===== src/rtl/bit_serializer.sv =====
// -----------------------------------------------------------------------------
// bit_serializer
//
// Purpose:
//   Accepts parallel words over a valid/ready handshake, buffers them in a
//   small circular FIFO and shifts each word out one bit at a time on `w`,
//   qualified by `w_valid`. Each bit is held for DIV clock cycles. Words are
//   chained back to back with no idle cycle when the FIFO has more data.
//
// Handshake:
//   A word is accepted on a rising edge where in_valid=1 and in_ready=1.
//   in_ready is !full (combinational from count) and is forced low while clr
//   is high; a full FIFO refuses a push even if a pop happens on that edge.
//   in_data is ignored whenever in_ready=0.
//
// Ports:
//   clk       system clock, rising edge
//   clr       asynchronous active-high reset
//   in_data   parallel word to serialize
//   in_valid  in_data valid this cycle
//   in_ready  FIFO can accept a word this cycle
//   w         serial bit (registered)
//   w_valid   w carries a data bit (registered)
//   busy      shifter active or FIFO non-empty (registered)
//   count     FIFO occupancy, excluding the word in the shifter
// -----------------------------------------------------------------------------
module bit_serializer #(
   parameter int WIDTH     = 8,
   parameter int DEPTH     = 4,
   parameter int DIV       = 1,
   parameter bit MSB_FIRST = 1'b1,
   parameter bit IDLE_BIT  = 1'b0
) (
   input  logic                       clk,
   input  logic                       clr,
   input  logic [WIDTH-1:0]           in_data,
   input  logic                       in_valid,
   output logic                       in_ready,
   output logic                       w,
   output logic                       w_valid,
   output logic                       busy,
   output logic [$clog2(DEPTH+1)-1:0] count
);

   localparam int CW = $clog2(DEPTH + 1);
   localparam int AW = (DEPTH > 1) ? $clog2(DEPTH) : 1;
   localparam int DW = (DIV > 1) ? $clog2(DIV) : 1;
   localparam int BW = (WIDTH > 1) ? $clog2(WIDTH) : 1;

   typedef enum logic {
      S_IDLE  = 1'b0,
      S_SHIFT = 1'b1
   } state_t;

   state_t           state;
   state_t           state_nxt;
   logic [WIDTH-1:0] mem [DEPTH];
   logic [AW-1:0]    wr_ptr;
   logic [AW-1:0]    rd_ptr;
   logic [WIDTH-1:0] shreg;
   logic [BW-1:0]    bit_cnt;
   logic [DW-1:0]    div_cnt;
   logic [CW-1:0]    count_nxt;

   logic             full;
   logic             push;
   logic             pop;
   logic             bit_done;
   logic             last_bit;
   logic [WIDTH-1:0] head;
   logic             head_first;
   logic [WIDTH-1:0] head_rest;
   logic             shreg_next_bit;
   logic [WIDTH-1:0] shreg_adv;

   // ---------------------------------------------------------------------
   // Handshake and FIFO control
   // ---------------------------------------------------------------------
   always_comb begin
      full     = (count == CW'(DEPTH));
      in_ready = !clr && !full;
      push     = in_valid && in_ready;
   end

   // ---------------------------------------------------------------------
   // Shifter decode. `pop` is the only place the FIFO is drained: from IDLE
   // whenever a word is waiting, or at the end of the last bit of a word so
   // the next word starts on the same edge.
   // ---------------------------------------------------------------------
   always_comb begin
      bit_done  = (div_cnt == DW'(DIV - 1));
      last_bit  = (bit_cnt == BW'(WIDTH - 1));
      pop       = 1'b0;
      state_nxt = state;
      case (state)
         S_IDLE: begin
            pop = (count != '0);
            if (pop) state_nxt = S_SHIFT;
         end
         S_SHIFT: begin
            pop = bit_done && last_bit && (count != '0);
            if (bit_done && last_bit && !pop) state_nxt = S_IDLE;
         end
         default: begin
            pop       = 1'b0;
            state_nxt = S_IDLE;
         end
      endcase
      count_nxt = count + CW'(push) - CW'(pop);
   end

   // Bit ordering: the shift register always holds the bits not yet driven,
   // aligned so that the next bit sits at the end selected by MSB_FIRST.
   always_comb begin
      head = mem[rd_ptr];
      if (MSB_FIRST) begin
         head_first     = head[WIDTH-1];
         head_rest      = head << 1;
         shreg_next_bit = shreg[WIDTH-1];
         shreg_adv      = shreg << 1;
      end else begin
         head_first     = head[0];
         head_rest      = head >> 1;
         shreg_next_bit = shreg[0];
         shreg_adv      = shreg >> 1;
      end
   end

   // FIFO storage needs no reset; occupancy is tracked by count/pointers.
   always_ff @(posedge clk) begin
      if (push) mem[wr_ptr] <= in_data;
   end

   // ---------------------------------------------------------------------
   // FIFO pointers, shifter FSM and registered outputs
   // ---------------------------------------------------------------------
   always_ff @(posedge clk or posedge clr) begin
      if (clr) begin
         wr_ptr  <= '0;
         rd_ptr  <= '0;
         count   <= '0;
         state   <= S_IDLE;
         shreg   <= '0;
         bit_cnt <= '0;
         div_cnt <= '0;
         w       <= IDLE_BIT;
         w_valid <= 1'b0;
         busy    <= 1'b0;
      end else begin
         // Pointers wrap naturally since DEPTH is a power of two.
         if (push) wr_ptr <= wr_ptr + AW'(1);
         if (pop)  rd_ptr <= rd_ptr + AW'(1);
         count <= count_nxt;
         state <= state_nxt;
         busy  <= (state_nxt == S_SHIFT) || (count_nxt != '0);

         case (state)
            S_IDLE: begin
               if (pop) begin
                  shreg   <= head_rest;
                  w       <= head_first;
                  w_valid <= 1'b1;
                  bit_cnt <= '0;
                  div_cnt <= '0;
               end else begin
                  w       <= IDLE_BIT;
                  w_valid <= 1'b0;
               end
            end
            S_SHIFT: begin
               if (bit_done) begin
                  div_cnt <= '0;
                  if (!last_bit) begin
                     bit_cnt <= bit_cnt + BW'(1);
                     w       <= shreg_next_bit;
                     shreg   <= shreg_adv;
                  end else if (pop) begin
                     // Back-to-back word: first bit lands on this edge.
                     bit_cnt <= '0;
                     w       <= head_first;
                     shreg   <= head_rest;
                  end else begin
                     bit_cnt <= '0;
                     w       <= IDLE_BIT;
                     w_valid <= 1'b0;
                  end
               end else begin
                  div_cnt <= div_cnt + DW'(1);
               end
            end
            default: begin
               w       <= IDLE_BIT;
               w_valid <= 1'b0;
            end
         endcase
      end
   end

endmodule

===== config.mk =====
export PLATFORM = sky130hd
export DESIGN_NAME = bit_serializer
export DESIGN_NICKNAME = d
export VERILOG_FILES = /design/src/rtl/bit_serializer.sv
export SDC_FILE = /design/constraint.sdc
export NUM_CORES = 1
export LEC_CHECK = 0
export BUFFER_PORTS_ARGS = -buffer_cell sky130_fd_sc_hd__buf_2
export CELL_PAD_IN_SITES_DETAIL_PLACEMENT = 0
export CELL_PAD_IN_SITES_GLOBAL_PLACEMENT = 1
export CORE_AREA = 3 3 75 77
export CTS_CLUSTER_DIAMETER = 200
export DETAILED_ROUTE_END_ITERATION = 8
export DIE_AREA = 0 0 78 80
export GPL_ROUTABILITY_DRIVEN = 0
export GPL_TIMING_DRIVEN = 1
export PLACE_DENSITY = 0.74
export SYNTH_ARGS = -nofsm -noshare
export SYNTH_HDL_FRONTEND = slang
export SYNTH_SLANG_ARGS = --single-unit

===== constraint.sdc =====
create_clock -name clk -period 3.8 [get_ports clk]
set_clock_uncertainty 0.05 [all_clocks]
set_input_delay 0 -clock clk [delete_from_list [all_inputs] [get_ports clk]]
set_output_delay 0 -clock clk [all_outputs]
set_load 0.02 [all_outputs]

==> summary.txt <==
Die
  • Standard-cell row count: 26
  • Y dimension of the die: 80 µm
  • Top-level port count: 18
  • Starting Density: 43.9%
  • Width of the die: 78 µm
  • Core region area: 0.00507 mm²
  • Total die area: 0.00624 mm²

Finish
  • Area occupied by registers: 0.00151 mm²
  • Growth of design area from synthesis to finish: 14.3%
  • Area occupied by multi-input gates: 652 µm²
  • Share of post-route cells with drive strength above 1: 21.1%
  • Number of fillers in the final layout: 442
  • Net total in the final layout: 194
  • Final antenna diode count: 0

STA
  • Transition time at the pin with the least slew margin: 0.826 ns
  • RSZ-0062 raised after global routing: false
  • Peak clock frequency supported by timing: 341 MHz
  • Worst rel slew slack: 44.9%
  • Hold violation count in the final report: 0
  • Final setup violation count: 0
  • Number of slew-limit violations in the final report: 0
  • Setup tns final: 0 ns
  • Final critical path time including I/O delays and setup: 2.94 ns
  • Final cycle utilization of the critical path: 77.3%
  • Final worst slack: 0.863 ns

Clock tree
  • Cts bufs inserted: 5
  • Clock tree from TritonCTS: built
  • Clock insertion delay at the later pin of the skew report: 0.30 ns
  • Number of cells upsized or downsized after cts: 0
  • Buffer levels on the longest clock path: 2
  • Reg clk slew, reported paths: 0.09 ns
  • CTS hold repair buffers: 9
  • H-tree depth: 2
  • Number of sinks handled by clock tree synthesis: 54
  • Number of setup buffers added after CTS: 0
  • Buffer cell driving the clock tree root: clkbuf_8

Placed design
  • Placement Setup Slack: 0.865 ns
  • Input/output buffers: 17
  • Hpwl dp: 2460 µm

Global route
  • All-Layer GR Usage: 13.0%
  • Number of global-route vias before repair: 1293
  • Global-route congestion overflow total: 0
  • Maximum number of pins on one net before global-route repair: 23
  • Antenna violations before repair: 0
  • Global-route wire length before repair: 6130 µm

Critical path
  • Critical path type: flip-flop to flip-flop
  • Worst path top cell family by delay: adder cells
  • Type of element capturing the critical path: flip-flop
  • Endpoint arrival time on the critical path: 3.06 ns
  • Critical-path cell with the highest stage delay: dfrtp_1
  • Cell chain of the critical path: ha_1 > ha_1 > nor2b_1 > buf_4 > nor2_1 > ha_1 > inv_1 > ha_1 > fa_1 > xnor2_1 > xnor2_1 > or4_1
  • Kind of start point of the critical path: flip-flop
  • Critical path's most frequent cell: ha_1
  • Crit-path max FO: 10
  • Delay contributed by the slowest stage of the critical path: 0.42 ns
  • Data required time at the worst endpoint: 3.93 ns
  • Worst path bufs/invs: 2

Drt
  • Via Count: 1187
  • Final wirelength: 3550 µm
  • Residual antenna-violating net count after detailed routing: 0
  • # DRC: 0
  • Router iterations before antenna repair: 4
  • DRC marker count from the first detailed-route iteration: 41
  • Via/cell ratio: 4.84
  • Post-DR wirelength/cell: 14.5 µm

Yosys
  • Yosys warning count: 0
  • Netlist Area Pre-Place: 0.00223 mm²
  • FF+latch count, synth: 54
  • Net Count, Synth: 166
  • Count of distinct cell types in the synthesized netlist: 28
  • Post-synthesis sequential area ratio: 67.8%
  • Gate count of the mapped netlist: 146
  • Average footprint of a synthesized cell: 15.3 µm²

Pwr
  • Total chip power: 1.76 mW
  • Peak supply drop: 0.283 mV
  • Standby leakage power: 1.01 nW
  • Cell area power density: 689 mW/mm²

Hold path
  • Path class of the lowest-slack min-delay path: input pin to flip-flop

Job
  • Max-capacitance violation count: 0

Run status
  • Run status: completed
where the power goes:
part,internal (mW),switching (mW)
logic,0.264,0.291
clock network,0.126,0.174
registers,0.767,0.133
total,1.16,0.599
stage by stage:
step | std cells | hold slack (ns) | util (%) | area [µm²]
final | 245 | 0.0693 | 50.2 | 2550
after detailed placement | 228 | 0.166 | 46.8 | 2370
after CTS | 245 | 0.0521 | 50.2 | 2550
after global placement | 228 | 0.158 | 46.8 | 2370
after floorplan | 146 | -0.0608 | - | 2230
after global routing | 245 | 0.0712 | 50.2 | 2550
worst paths after layout:
kind,from,end,slack (ns),depth (start not counted)
max reg2reg,bit_cnt[0],busy,0.86,12
max,bit_cnt[0],busy,0.86,12
max in group asynchronous,clr,shreg[6],2.80,3
min,in_valid,wr_ptr[0],0.07,4
min reg2reg,shreg[7],w,0.45,1
min in group asynchronous,clr,count[0],0.39,3
registers in the layout, summed over array words and instances (netlist names):
name     cells
bit_cnt      3
mem         32
state        1
busy         1
w            1
shreg        8
rd_ptr       2
count        3
wr_ptr       2
w_valid      1
layout by cell type (no fill, tap or decap), drive strengths merged:
cell and n:
o21ai 3, nand3 1, edfxtp 32, buf 18
a211oi 1, and2 4, mux2 1, clkinvlp 1
dlygate4sd3 9, a21oi 16, nand3b 1, inv 8
fa 1, or4 1, and3 1, clkbuf 5
nor2 9, nand2 12, a22o 1, clkinv 2
dfrtp 22, xor2 1, nor3 1, nor2b 2
or3 1, xnor2 4, ha 8, nand2b 1
mux4 8
routing by layer:
| metal | vias to the layer above | wire [µm] | global-route usage [%] | share of wire (%) |
|---|---|---|---|---|
| met5 | - | 0 | 0 | 0 |
| met4 | 0 | 39 | 3.50 | 1.1 |
| met3 | 7 | 113 | 3.50 | 3.2 |
| met2 | 21 | 1870 | 23.3 | 53 |
| met1 | 583 | 1530 | 15.5 | 43 |
| li1 | 576 | - | - | - |
synth_stat cells:
library cell / n / share of area [%]
nand2b_1: 1 / 0.28
a22o_1: 1 / 0.39
or3_2: 1 / 0.34
xor2_1: 1 / 0.39
inv_1: 8 / 1.3
edfxtp_1: 32 / 43
buf_6: 1 / 0.51
or4_1: 1 / 0.34
nand3_1: 1 / 0.22
xnor2_1: 4 / 1.6
nor2b_1: 2 / 0.56
nor3_4: 1 / 0.73
ha_1: 8 / 4.5
mux2_2: 1 / 0.51
nand2_1: 12 / 2.0
clkbuf_1: 2 / 0.34
buf_4: 1 / 0.34
buf_2: 2 / 0.45
dfrtp_1: 22 / 25
fa_1: 1 / 0.90
o21ai_0: 3 / 0.67
and2_1: 4 / 1.1
a21oi_1: 16 / 3.6
a211oi_4: 1 / 0.90
nor2_1: 9 / 1.5
mux4_2: 8 / 8.1
nand3b_1: 1 / 0.34
and3_1: 1 / 0.28
tightest hold or removal path, delay by kind of cell:
family / cells / cell delay (ns)
AOI/OAI and AO/OA: 1 / 0.07
buffers and inverters: 2 / 0.18
xor gates and xnor gates: 1 / 0.12
area by class of cell:
class | instances | share of cell area, %
clock buffer | 5 | 2.70
clock inverter | 3 | 0.638
inverter | 8 | 1.18
multi-input combinational | 78 | 25.6
sequential | 54 | 59.3
tap | 70 | 3.44
timing repair buffer | 27 | 7.17
cell families after synthesis:
family,count (synthesis),share of synthesized area (%)
adders and majority gates,9,5.39
DFF,54,67.8
buffers and inverters,14,2.97
muxes,9,8.59
and+or+nand+nor,34,7.74
AOI/OAI and AO/OA,21,5.56
xor gates and xnor gates,5,1.96
Note: power is estimated with default switching activity, not from simulation.
